**src/rtl/stage3_execute_if.sv**
```systemverilog
// Execute-stage bus: ID/EX pipeline registers in, EX/MEM pipeline registers out, plus flush/stall.
// Latency: none (wiring only); the execute stage registers EX/MEM one edge after ID/EX presents an op.
// Backpressure: stall from the execute stage holds PC, IF/ID and ID/EX while a MUL iterates.
//
// Ports (master = decode/MEM side, slave = execute stage):
//   flush                        kill the op in EX, abort MUL
//   idexPc/Data1/Data2/Rd        instruction PC, rs1/rs2 values, destination reg
//   idexFunc7/Func3              inst[31:25], inst[14:12]
//   idexExpandInst               sign-extended immediate, low XLEN bits used
//   idexExCtrl/MemCtrl/WbCtrl    {aluOp, aluSrc}, {branch, memWrite, memRead}, {memToReg, regWrite}
//   stall                        hold upstream stages
//   exmem*                       EX/MEM registers (ctrl fields zero for a bubble)
interface stage3_execute_if #(
  parameter int XLEN = 32
);
  logic            flush;
  logic            stall;
  logic [XLEN-1:0] idexPc;
  logic [XLEN-1:0] idexData1;
  logic [XLEN-1:0] idexData2;
  logic [4:0]      idexRd;
  logic [6:0]      idexFunc7;
  logic [2:0]      idexFunc3;
  logic [63:0]     idexExpandInst;
  logic [2:0]      idexExCtrl;
  logic [2:0]      idexMemCtrl;
  logic [1:0]      idexWbCtrl;
  logic [XLEN-1:0] exmemAluResult;
  logic [XLEN-1:0] exmemData2;
  logic [XLEN-1:0] exmemBranchTarget;
  logic            exmemBranchTaken;
  logic [4:0]      exmemRd;
  logic [2:0]      exmemMemCtrl;
  logic [1:0]      exmemWbCtrl;

  modport master (
    output flush, idexPc, idexData1, idexData2, idexRd, idexFunc7, idexFunc3,
           idexExpandInst, idexExCtrl, idexMemCtrl, idexWbCtrl,
    input  stall, exmemAluResult, exmemData2, exmemBranchTarget, exmemBranchTaken,
           exmemRd, exmemMemCtrl, exmemWbCtrl
  );

  modport slave (
    input  flush, idexPc, idexData1, idexData2, idexRd, idexFunc7, idexFunc3,
           idexExpandInst, idexExCtrl, idexMemCtrl, idexWbCtrl,
    output stall, exmemAluResult, exmemData2, exmemBranchTarget, exmemBranchTaken,
           exmemRd, exmemMemCtrl, exmemWbCtrl
  );
endinterface

```
**src/rtl/stage3_execute.sv**
```systemverilog
// Execute stage: single-cycle ALU, branch compare/target, iterative shift-add MUL (low word).
// Latency: 1 edge for ALU/branch ops; MUL result lands MUL_ITERS+2 edges after it is presented.
// Backpressure: stall is high from MUL entry until the final iteration; EX/MEM receives bubbles meanwhile.
//
// Ports: clk, rst_n (async, active low), ex (stage3_execute_if.slave: ID/EX in, EX/MEM out, flush, stall).
module stage3_execute #(
  parameter int XLEN      = 32,
  parameter int MUL_ITERS = 32
) (
  input logic             clk,
  input logic             rst_n,
  stage3_execute_if.slave ex
);
  localparam int SH_W  = $clog2(XLEN);
  localparam int CNT_W = $clog2(MUL_ITERS);
  localparam logic [CNT_W-1:0] CNT_LAST = CNT_W'(MUL_ITERS - 1);

  typedef enum logic [1:0] {
    S_IDLE = 2'd0,
    S_MUL  = 2'd1,
    S_DONE = 2'd2
  } state_t;

  state_t state_q, state_d;

  logic [XLEN-1:0] imm, op_a, op_b, rs2;
  logic            alu_src;
  logic [1:0]      alu_op;
  logic [SH_W-1:0] shamt;
  logic            sub_sel, sra_sel, is_mul;
  logic [XLEN-1:0] alu_res, sra_res, br_target;
  logic            br_cond, br_taken;
  logic            unused_imm_hi;

  // FSM outputs
  logic stall_fsm, bubble, write_op, sel_mul, mul_start, mul_step;

  // Multiplier datapath
  logic [XLEN-1:0]  mul_a_q, mul_b_q, prod_q;
  logic [CNT_W-1:0] cnt_q;

  // EX/MEM registers
  logic [XLEN-1:0] res_q, data2_q, target_q;
  logic            taken_q;
  logic [4:0]      rd_q;
  logic [2:0]      mem_q;
  logic [1:0]      wb_q;

  assign imm           = ex.idexExpandInst[XLEN-1:0];
  assign unused_imm_hi = ^ex.idexExpandInst[63:XLEN];
  assign alu_src       = ex.idexExCtrl[0];
  assign alu_op        = ex.idexExCtrl[2:1];
  assign op_a          = ex.idexData1;
  assign rs2           = ex.idexData2;
  assign op_b          = alu_src ? imm : rs2;
  assign shamt         = op_b[SH_W-1:0];
  // For I-type ops func7[5] aliases imm[10], so only R-type may select SUB.
  assign sub_sel       = !alu_src && ex.idexFunc7[5];
  assign sra_sel       = ex.idexFunc7[5];
  assign is_mul        = (alu_op == 2'b10) && !alu_src && (ex.idexFunc7 == 7'b0000001);
  // Kept in its own signal so the shift stays signed (arithmetic).
  assign sra_res       = $signed(op_a) >>> shamt;
  assign br_target     = ex.idexPc + imm;
  assign br_taken      = ex.idexMemCtrl[2] & br_cond;

  always_comb begin
    alu_res = '0;
    case (alu_op)
      2'b00: alu_res = op_a + op_b;
      2'b01: alu_res = op_a - rs2;
      2'b11: alu_res = imm;
      default: begin
        case (ex.idexFunc3)
          3'b000:  alu_res = sub_sel ? (op_a - op_b) : (op_a + op_b);
          3'b001:  alu_res = op_a << shamt;
          3'b010:  alu_res = {{(XLEN-1){1'b0}}, ($signed(op_a) < $signed(op_b))};
          3'b011:  alu_res = {{(XLEN-1){1'b0}}, (op_a < op_b)};
          3'b100:  alu_res = op_a ^ op_b;
          3'b101:  alu_res = sra_sel ? sra_res : (op_a >> shamt);
          3'b110:  alu_res = op_a | op_b;
          default: alu_res = op_a & op_b;
        endcase
      end
    endcase
  end

  always_comb begin
    br_cond = 1'b0;
    case (ex.idexFunc3)
      3'b000:  br_cond = (op_a == rs2);
      3'b001:  br_cond = (op_a != rs2);
      3'b100:  br_cond = ($signed(op_a) <  $signed(rs2));
      3'b101:  br_cond = ($signed(op_a) >= $signed(rs2));
      3'b110:  br_cond = (op_a <  rs2);
      3'b111:  br_cond = (op_a >= rs2);
      default: br_cond = 1'b0;
    endcase
  end

  // FSM state register
  always_ff @(posedge clk or negedge rst_n) begin
    if (!rst_n) state_q <= S_IDLE;
    else        state_q <= state_d;
  end

  // FSM next state / outputs. flush wins over everything, including a new MUL.
  always_comb begin
    state_d   = state_q;
    stall_fsm = 1'b0;
    bubble    = 1'b0;
    write_op  = 1'b0;
    sel_mul   = 1'b0;
    mul_start = 1'b0;
    mul_step  = 1'b0;
    case (state_q)
      S_IDLE: begin
        if (ex.flush) begin
          bubble = 1'b1;
        end else if (is_mul) begin
          stall_fsm = 1'b1;
          bubble    = 1'b1;
          mul_start = 1'b1;
          state_d   = S_MUL;
        end else begin
          write_op = 1'b1;
        end
      end
      S_MUL: begin
        bubble = 1'b1;
        if (ex.flush) begin
          state_d = S_IDLE;
        end else begin
          stall_fsm = 1'b1;
          mul_step  = 1'b1;
          if (cnt_q == CNT_LAST) state_d = S_DONE;
        end
      end
      S_DONE: begin
        // The MUL is still held in ID/EX, so rd/ctrl come straight from there.
        if (ex.flush) begin
          bubble = 1'b1;
        end else begin
          write_op = 1'b1;
          sel_mul  = 1'b1;
        end
        state_d = S_IDLE;
      end
      default: begin
        bubble  = 1'b1;
        state_d = S_IDLE;
      end
    endcase
  end

  // Upstream must never see a hold while this stage sits in reset.
  assign ex.stall = stall_fsm & rst_n;

  always_ff @(posedge clk or negedge rst_n) begin
    if (!rst_n) begin
      mul_a_q <= '0;
      mul_b_q <= '0;
      prod_q  <= '0;
      cnt_q   <= '0;
    end else if (mul_start) begin
      mul_a_q <= op_a;
      mul_b_q <= rs2;
      prod_q  <= '0;
      cnt_q   <= '0;
    end else if (mul_step) begin
      if (mul_b_q[0]) prod_q <= prod_q + mul_a_q;
      mul_a_q <= mul_a_q << 1;
      mul_b_q <= mul_b_q >> 1;
      cnt_q   <= cnt_q + 1'b1;
    end else if (ex.flush) begin
      cnt_q <= '0;
    end
  end

  // Bubbles only clear the control fields; data fields hold their last value.
  always_ff @(posedge clk or negedge rst_n) begin
    if (!rst_n) begin
      res_q    <= '0;
      data2_q  <= '0;
      target_q <= '0;
      taken_q  <= 1'b0;
      rd_q     <= '0;
      mem_q    <= '0;
      wb_q     <= '0;
    end else if (bubble) begin
      taken_q <= 1'b0;
      mem_q   <= '0;
      wb_q    <= '0;
    end else if (write_op) begin
      res_q    <= sel_mul ? prod_q : alu_res;
      data2_q  <= rs2;
      target_q <= br_target;
      taken_q  <= br_taken;
      rd_q     <= ex.idexRd;
      mem_q    <= ex.idexMemCtrl;
      wb_q     <= ex.idexWbCtrl;
    end
  end

  assign ex.exmemAluResult    = res_q;
  assign ex.exmemData2        = data2_q;
  assign ex.exmemBranchTarget = target_q;
  assign ex.exmemBranchTaken  = taken_q;
  assign ex.exmemRd           = rd_q;
  assign ex.exmemMemCtrl      = mem_q;
  assign ex.exmemWbCtrl       = wb_q;
endmodule
```
**src/flat_wrapper.sv**
```systemverilog
// flat-port wrapper written by rule: the top's interface ports become plain ports
module stage3_execute_flat 
#(
  parameter int XLEN      = 32,
  parameter int MUL_ITERS = 32
)
  (clk, rst_n, ex_flush, ex_idexPc, ex_idexData1, ex_idexData2, ex_idexRd, ex_idexFunc7, ex_idexFunc3, ex_idexExpandInst, ex_idexExCtrl, ex_idexMemCtrl, ex_idexWbCtrl, ex_stall, ex_exmemAluResult, ex_exmemData2, ex_exmemBranchTarget, ex_exmemBranchTaken, ex_exmemRd, ex_exmemMemCtrl, ex_exmemWbCtrl);
  stage3_execute_if #(.XLEN(XLEN)) ex_i ();
  input logic clk;
  input logic rst_n;
  input wire logic [$bits(ex_i.flush)-1:0] ex_flush;
  input wire logic [$bits(ex_i.idexPc)-1:0] ex_idexPc;
  input wire logic [$bits(ex_i.idexData1)-1:0] ex_idexData1;
  input wire logic [$bits(ex_i.idexData2)-1:0] ex_idexData2;
  input wire logic [$bits(ex_i.idexRd)-1:0] ex_idexRd;
  input wire logic [$bits(ex_i.idexFunc7)-1:0] ex_idexFunc7;
  input wire logic [$bits(ex_i.idexFunc3)-1:0] ex_idexFunc3;
  input wire logic [$bits(ex_i.idexExpandInst)-1:0] ex_idexExpandInst;
  input wire logic [$bits(ex_i.idexExCtrl)-1:0] ex_idexExCtrl;
  input wire logic [$bits(ex_i.idexMemCtrl)-1:0] ex_idexMemCtrl;
  input wire logic [$bits(ex_i.idexWbCtrl)-1:0] ex_idexWbCtrl;
  output wire logic [$bits(ex_i.stall)-1:0] ex_stall;
  output wire logic [$bits(ex_i.exmemAluResult)-1:0] ex_exmemAluResult;
  output wire logic [$bits(ex_i.exmemData2)-1:0] ex_exmemData2;
  output wire logic [$bits(ex_i.exmemBranchTarget)-1:0] ex_exmemBranchTarget;
  output wire logic [$bits(ex_i.exmemBranchTaken)-1:0] ex_exmemBranchTaken;
  output wire logic [$bits(ex_i.exmemRd)-1:0] ex_exmemRd;
  output wire logic [$bits(ex_i.exmemMemCtrl)-1:0] ex_exmemMemCtrl;
  output wire logic [$bits(ex_i.exmemWbCtrl)-1:0] ex_exmemWbCtrl;
  assign ex_i.flush = ex_flush;
  assign ex_i.idexPc = ex_idexPc;
  assign ex_i.idexData1 = ex_idexData1;
  assign ex_i.idexData2 = ex_idexData2;
  assign ex_i.idexRd = ex_idexRd;
  assign ex_i.idexFunc7 = ex_idexFunc7;
  assign ex_i.idexFunc3 = ex_idexFunc3;
  assign ex_i.idexExpandInst = ex_idexExpandInst;
  assign ex_i.idexExCtrl = ex_idexExCtrl;
  assign ex_i.idexMemCtrl = ex_idexMemCtrl;
  assign ex_i.idexWbCtrl = ex_idexWbCtrl;
  assign ex_stall = ex_i.stall;
  assign ex_exmemAluResult = ex_i.exmemAluResult;
  assign ex_exmemData2 = ex_i.exmemData2;
  assign ex_exmemBranchTarget = ex_i.exmemBranchTarget;
  assign ex_exmemBranchTaken = ex_i.exmemBranchTaken;
  assign ex_exmemRd = ex_i.exmemRd;
  assign ex_exmemMemCtrl = ex_i.exmemMemCtrl;
  assign ex_exmemWbCtrl = ex_i.exmemWbCtrl;
  stage3_execute #(.XLEN(XLEN), .MUL_ITERS(MUL_ITERS)) u_core (.clk(clk), .rst_n(rst_n), .ex(ex_i));
endmodule
```
**config.mk**
```make
export PLATFORM = sky130hd
export DESIGN_NAME = stage3_execute_flat
export DESIGN_NICKNAME = d
export VERILOG_FILES = /design/src/rtl/stage3_execute_if.sv /design/src/rtl/stage3_execute.sv /design/src/flat_wrapper.sv
export SDC_FILE = /design/constraint.sdc
export NUM_CORES = 1
export LEC_CHECK = 0
export ABC_AREA = 1
export ABC_CLOCK_PERIOD_IN_PS = 2950
export CAP_MARGIN = 20
export CELL_PAD_IN_SITES_DETAIL_PLACEMENT = 1
export CELL_PAD_IN_SITES_GLOBAL_PLACEMENT = 1
export CORE_MARGIN = 5
export CORE_UTILIZATION = 30
export DETAILED_ROUTE_END_ITERATION = 8
export GPL_TIMING_DRIVEN = 0
export PLACE_DENSITY_LB_ADDON = 0.1
export SLEW_MARGIN = 20
export SYNTH_ARGS = -nofsm -noshare
export SYNTH_HDL_FRONTEND = slang
export SYNTH_SLANG_ARGS = --single-unit
```
**constraint.sdc**
```tcl
create_clock -name clk -period 2.95 [get_ports clk]
set_input_delay 0.59 -clock clk [delete_from_list [all_inputs] [get_ports clk]]
set_output_delay 0.59 -clock clk [all_outputs]
set_load 0.005 [all_outputs]
```
# == Yosys cells after proc, flatten, opt, wreduce, memory -nomap -nowiden ==
# Cells that the tools add are included.
# word_totals
inputBits,186
reg_bits,210
output_inout_bits,108
word_cells,107
# op_classes
n_reduce_logical,14
addsub,6
n_eq_ne,19
n_bitwise,6
magnitude_cmp,6
shifts,3
n_mux,41
# op_table
operator,count
32-bit 2-to-1 mux,11
32-bit case mux with 7 select lines,1
32-bit less-than comparator,4
32-bit adder,3
32-bit case mux with 3 select lines,1
32-bit >= comparator,2
32-bit subtractor,2
32-bit bitwise AND,1
32-bit equality test,1
32-bit != test,1
32-bit bitwise OR,1
32-bit by 5-bit left shift with 32-bit output,1
32-bit by 5-bit >> shifter with 32-bit output,1
32-bit by 5-bit >>> shifter with 32-bit output,1
32-bit bitwise XOR,1
5-bit 2-to-1 mux,3
"3-bit equality test, second input constant",4
1-bit 2-to-1 mux,12
2-bit 2-to-1 mux,6
"7-bit by 1-bit equality test with 1-bit output, second input constant",1
"2-bit equality test, second input constant",3
"3-bit by 2-bit equality test with 1-bit output, second input constant",2
3-bit 2-to-1 mux,2
1-bit case mux with 2 select lines,3
19 further kinds,27

# == Longest topological paths before layout ==
# depth
depth_word,8
depth_mapped,25
ltp_nobuf,23

# == Worst setup path before layout ==
# OpenSTA, ideal clock, no wires.
# synth_timing
path_kind,input -> register
from,in ex_idexExCtrl[0]
to,"reg u_core.res_q[28], in the netlist u_core.ex.exmemAluResult[28]"
arrival_time_ns,2.925
cell_stages,19
path_slack_ns,-0.091
setup_time_ns,0.117
required_time_ns,2.833
path_buffers,4
path_cell_list,buf_6 > clkbuf_1 > clkbuf_1 > o21ai_0 > ha_1 > clkbuf_1 > nand2_1 > nor2_1 > nand2_1 > nor3_1 > nand2_1 > nand3_1 > nand2_1 > nand2_1 > nand3_1 > nor2_1 > nand2_1 > nand2_1 > nand2_1
# synth_via
elab_chain_cells,8
elab_cells_between_ends,26
cone_classes,add/sub (2); shift (3); mux (12); bitwise (4); reduce/logical (5)
# synth_lines
element,line,rtl
"start, declared",flat_wrapper.sv:19,input wire logic [$bits(ex_i.idexExCtrl)-1:0] ex_idexExCtrl;
branches (longest 8 deep; another with 32-bit adder),--,
"end signal, assigned",stage3_execute.sv:194,res_q <= sel_mul ? prod_q : alu_res;
"end, declared",stage3_execute.sv:43,"logic [XLEN-1:0] res_q, data2_q, target_q;"
# Parallel ways; which one is timed is not known.
# A chain may end at the register's enable or synchronous reset.

# == Worst setup path after layout ==
# layout_timing
from,in ex_idexFunc3[0]
to,"reg u_core.res_q[11], in the netlist u_core.ex.exmemAluResult[11]"
# layout_via
elab_chain_cells,4
elab_cells_between_ends,10
cone_classes,eq/ne (6); mux (3); reduce/logical (1)
# layout_lines
element,line,rtl
"start, declared",flat_wrapper.sv:17,input wire logic [$bits(ex_i.idexFunc3)-1:0] ex_idexFunc3;
"3-bit equality test, or another cell as far along",stage3_execute.sv:73,case (ex.idexFunc3)
32-bit case mux with 7 select lines (*),stage3_execute.sv:73,
32-bit case mux with 3 select lines (*),stage3_execute.sv:68,case (alu_op)
32-bit 2-to-1 mux (*),stage3_execute.sv:194,
# Mark *: on every way between the ends. The rest lies on a longest branch, timed or not.

==> parameters.txt <==
Parameter                              Value

Power
  Leakage power    ~18 nW
  Max rail drop VDD    320 uV
  Post-layout total power    roughly 14 mW
  Total power per unit cell area    382 nW/um^2

Floorplanning
  Die Outline Area    between 90000 and 100000 um^2
  Rows    approximately 110
  Core region area    86500 um^2
  Floorplan die width    roughly 300 um
  Initial cell density of the core    0.301
  Chip Height    a little over 300 um
  Ports placed on the boundary    a little under 300

Logic synthesis
  Yosys cell types    55
  Post-synthesis cell count    4410
  Syn. warnings    0
  Async set-or-reset flop fraction in the synthesized netlist    1.00
  Most instantiated library cell after synthesis    nand2_1
  Total of flip-flops plus latches after synthesis    210
  Area fraction of the dominant cell type after synthesis    0.209
  Mean post-synth cell area    5.90 um^2
  Syn_nets    roughly 4800
  Top flip-flop cell by instance count after synthesis    dfrtp_1
  Sequential-to-total area share from yosys stat    0.202
  Ranking of synthesized cells by area    nand2_1 (21%), dfrtp_1 (20%), nand3_1 (11%)
  Most common library cells after synthesis    nand2_1 (1448), nand3_1 (554), inv_1 (549)
  Biggest area consumer among synthesized cells    nand2_1
  Number of synthesized flops with an enable pin    0
  Total standard cell area after synthesis    26000 um^2

GRT
  Initial antenna violation count    7
  Most congested layer reported by global routing    met2
  Met3 global-route usage    0.0625
  Via count of the first global-routing pass    between 30000 and 40000
  Global-route congestion overflow total    0
  Largest net degree at the start of global routing    89
  GRT met1 Usage    0.453
  Global-route usage over all layers    0.337
  GR met2 Demand/Resource    0.544
  First-pass GRT wire length    approximately 230000 um

Routing
  Detailed Route Iter0 Violations    roughly 3000
  Post-DRT Antenna Nets    0
  Routed vias/inst    around 5.6
  Total Wirelength    between 150000 and 200000 um
  Detailed-routing iteration count for the pre-antenna-repair pass    5
  Remaining routing DRC violations    0
  Average wire per standard cell    27.8 um
  Vias    between 30000 and 40000

Timing
  Final worst setup slack    -0.132 ns
  Count of endpoints failing hold in the final timing report    0
  Max Slew Vio Count    0
  Setup repair after global routing missed its margin    true
  Tmin final    around 3 ns
  Period utilization    1.04
  Layout Skew    ~0.029 ns
  Total of endpoints with negative setup slack in the final report    23
  Highest achievable clock rate    324 MHz
  Worst slew margin relative to its limit    0.235
  Slew of the pin with the lowest slew margin    1.15 ns

Clock tree
  Insertion delay of the later-clocked pin in the worst-skew pair    about 0.56 ns
  CTS Buffer Depth    3
  H-Tree Level Count    1
  Clock-pin slew on the worst setup and hold paths    approximately 0.060 ns
  TritonCTS sink count    210
  Clock Root Buffer    clkbuf_16
  Inserted Clock Buffers    24
  Clock tree from TritonCTS    yes

Worst setup path
  Reg-to-reg slack, setup    approximately 0.07 ns
  Kind of critical path    primary input to flip-flop
  Number of cells traversed by the worst register-to-register path    10
  Worst-path maximum fanout    10
  Startpoint type of the worst setup path    primary input
  Endpoint type of the worst setup path    flip-flop
  Launch instance of the worst register-to-register path    u_core.state_q[1]
  Worst EP arrival    about 3.5 ns
  R2R Path End    u_core.ex.exmemData2[30]
  Required time of the critical path    around 3.4 ns

Job
  Number of max-cap violations    0

Place
  DP HPWL    136000 um
  Number of placed instances with taps included    approximately 5800
  Routability congestion estimate    between 1 and 1.5
  Number of input and output port buffers inserted    roughly 260

Worst hold path
  Worst hold path type    primary input to async pin

Outcome
  Run status    complete, but fails checks
  Failing checks    negative setup slack

Final layout
  Filler Cells Inserted    approximately 11000
  Multi-input logic area    21500 um^2
  Count of nets after finishing    about 5300
  Final cell count without fillers    around 6000
  Proportion of layout cells with a drive suffix above 1    0.216
  Storage cell area    roughly 5300 um^2
  Area overhead of the layout relative to synthesis    38.7%
## repair_timing
| action | CTS | global route |
|---|---|---|
| hold endpoints to repair | 54 | 0 |
| endpoints found under the setup margin | 156 | 67 |
| pin swaps | 112 | 152 |
| cloned | 1 | 4 |
| buffers inserted | 104 | 50 |
| hold buffers | 2 | 0 |
| gates resized for setup | 818 | 422 |
## layer usage
metal / up-vias / share of wire
met1: 16659 / 0.43
met4: 8 / 0.048
met3: 333 / 0.074
met2: 1355 / 0.45
met5: - / 0.0010
li1: 15327 / -
## critical path, cell delays in order
cell and delay, ns:
clkdlybuf4s50_1 0.61, inv_1 0.17, nand3_1 0.22, clkbuf_1 0.84
o221ai_1 0.22, a31oi_1 0.22, nand3_1 0.18, nand2_1 0.11
nand2_1 0.16, nand2_2 0.14, nand2_1 0.06
## cell usage in the layout (no fill, tap or decap), types with 19 or more instances in the layout
| master | Yosys | layout |
|---|---|---|
| nand2_1 | 1448 | 1248 |
| nand3_1 | 554 | 495 |
| inv_1 | 549 | 472 |
| a21oi_1 | 276 | 227 |
| dfrtp_1 | 210 | 210 |
| nor2_1 | 299 | 209 |
| o21ai_0 | 246 | 191 |
| nand2_2 | 19 | 168 |
| clkdlybuf4s50_1 | 0 | 168 |
| buf_4 | 5 | 142 |
| ha_1 | 218 | 136 |
| ha_4 | 0 | 67 |
| clkbuf_1 | 79 | 56 |
| nor2_2 | 2 | 52 |
| o211ai_1 | 52 | 52 |
| inv_2 | 9 | 51 |
| buf_2 | 59 | 51 |
| nand2_4 | 4 | 50 |
| nand3_2 | 0 | 44 |
| a21oi_2 | 0 | 41 |
| nor2_4 | 0 | 40 |
| dlygate4sd2_1 | 0 | 40 |
| nand4_1 | 35 | 35 |
| o221ai_1 | 33 | 33 |
| o21ai_4 | 0 | 31 |
| o21ai_1 | 15 | 31 |
| clkbuf_16 | 0 | 29 |
| clkinvlp_4 | 0 | 28 |
| clkbuf_2 | 0 | 24 |
| or2_2 | 32 | 23 |
| o21bai_1 | 27 | 21 |
| nor3_1 | 45 | 21 |
| a21o_1 | 20 | 20 |
| o22ai_1 | 19 | 19 |
| xor2_1 | 27 | 19 |
| clkdlybuf4s15_2 | 0 | 19 |
## power by group
part | leakage, nW | switching [mW] | internal, mW
registers | 2.58 | 0.172 | 3.17
logic | 14.8 | 4.90 | 2.65
clock network | 0.337 | 1.35 | 1.54
## layout make-up
cell class,instances,area share
buffer,148,0.0272
clock buffer,32,0.0180
clock inverter,6,0.00139
multi-input combinational,3482,0.595
sequential,210,0.146
timing repair buffer,422,0.111
inverter,560,0.0619
antenna,3,0.000208
tap,1155,0.0400
## worst max-delay path by stage
stage	from	end	slack [ns]	cells past startpoint
2_1_floorplan	ex_idexExCtrl[0]	u_core.ex.exmemAluResult[0]	0.01	21
5_1_grt	ex_idexExCtrl[0]	u_core.ex.exmemAluResult[30]	-0.12	21
4_1_cts	ex_idexExCtrl[0]	u_core.ex.exmemAluResult[25]	-0.06	19
3_5_place_dp	ex_idexExCtrl[0]	u_core.ex.exmemAluResult[25]	-2.69	14
6_report	ex_idexFunc3[0]	u_core.ex.exmemAluResult[11]	-0.13	11
3_3_place_gp	rst_n	u_core.ex.exmemBranchTaken	-8.54	1
## cells by family (layout without fill, tap and decap cells)
| kind of cell | after synthesis | in the layout | synth area share |
|---|---|---|---|
| XOR/XNOR | 43 | 43 | 0.0145 |
| flip-flops | 210 | 210 | 0.202 |
| multiplexers | 1 | 1 | 0.000385 |
| AO/OA/AOI/OAI | 743 | 743 | 0.164 |
| adder cells (fa/ha/maj) | 223 | 223 | 0.109 |
| AND/OR/NAND/NOR | 2472 | 2472 | 0.400 |
| other | 0 | 3 | 0 |
| buffers and inverters | 718 | 1168 | 0.110 |
## metrics by stage
step	TNS, ns	setup slack [ns]	hold slack [ns]	area (um^2)	util
2_1_floorplan	0	0.0121	0.294	26000	-
3_3_place_gp	-2001.28	-8.54	0.462	30100	0.348
3_5_place_dp	-215.89	-2.69	0.466	30100	0.348
4_1_cts	-0.135	-0.0583	0.0418	34300	0.396
5_1_grt	-1.11	-0.121	0.0758	36100	0.417
6_report	-1.36	-0.132	0.0306	36100	0.417
## sequential cells by signal, indices dropped and copies added, names as in the netlist
signal,flops
u_core.prod_q,32
u_core.state_q,2
u_core.mul_b_q,32
u_core.ex.exmemRd,5
u_core.ex.exmemBranchTaken,1
u_core.mul_a_q,32
u_core.ex.exmemData2,32
u_core.ex.exmemBranchTarget,32
u_core.ex.exmemMemCtrl,3
u_core.cnt_q,5
u_core.ex.exmemWbCtrl,2
u_core.ex.exmemAluResult,32
Note: power is estimated with default switching activity, not from simulation.
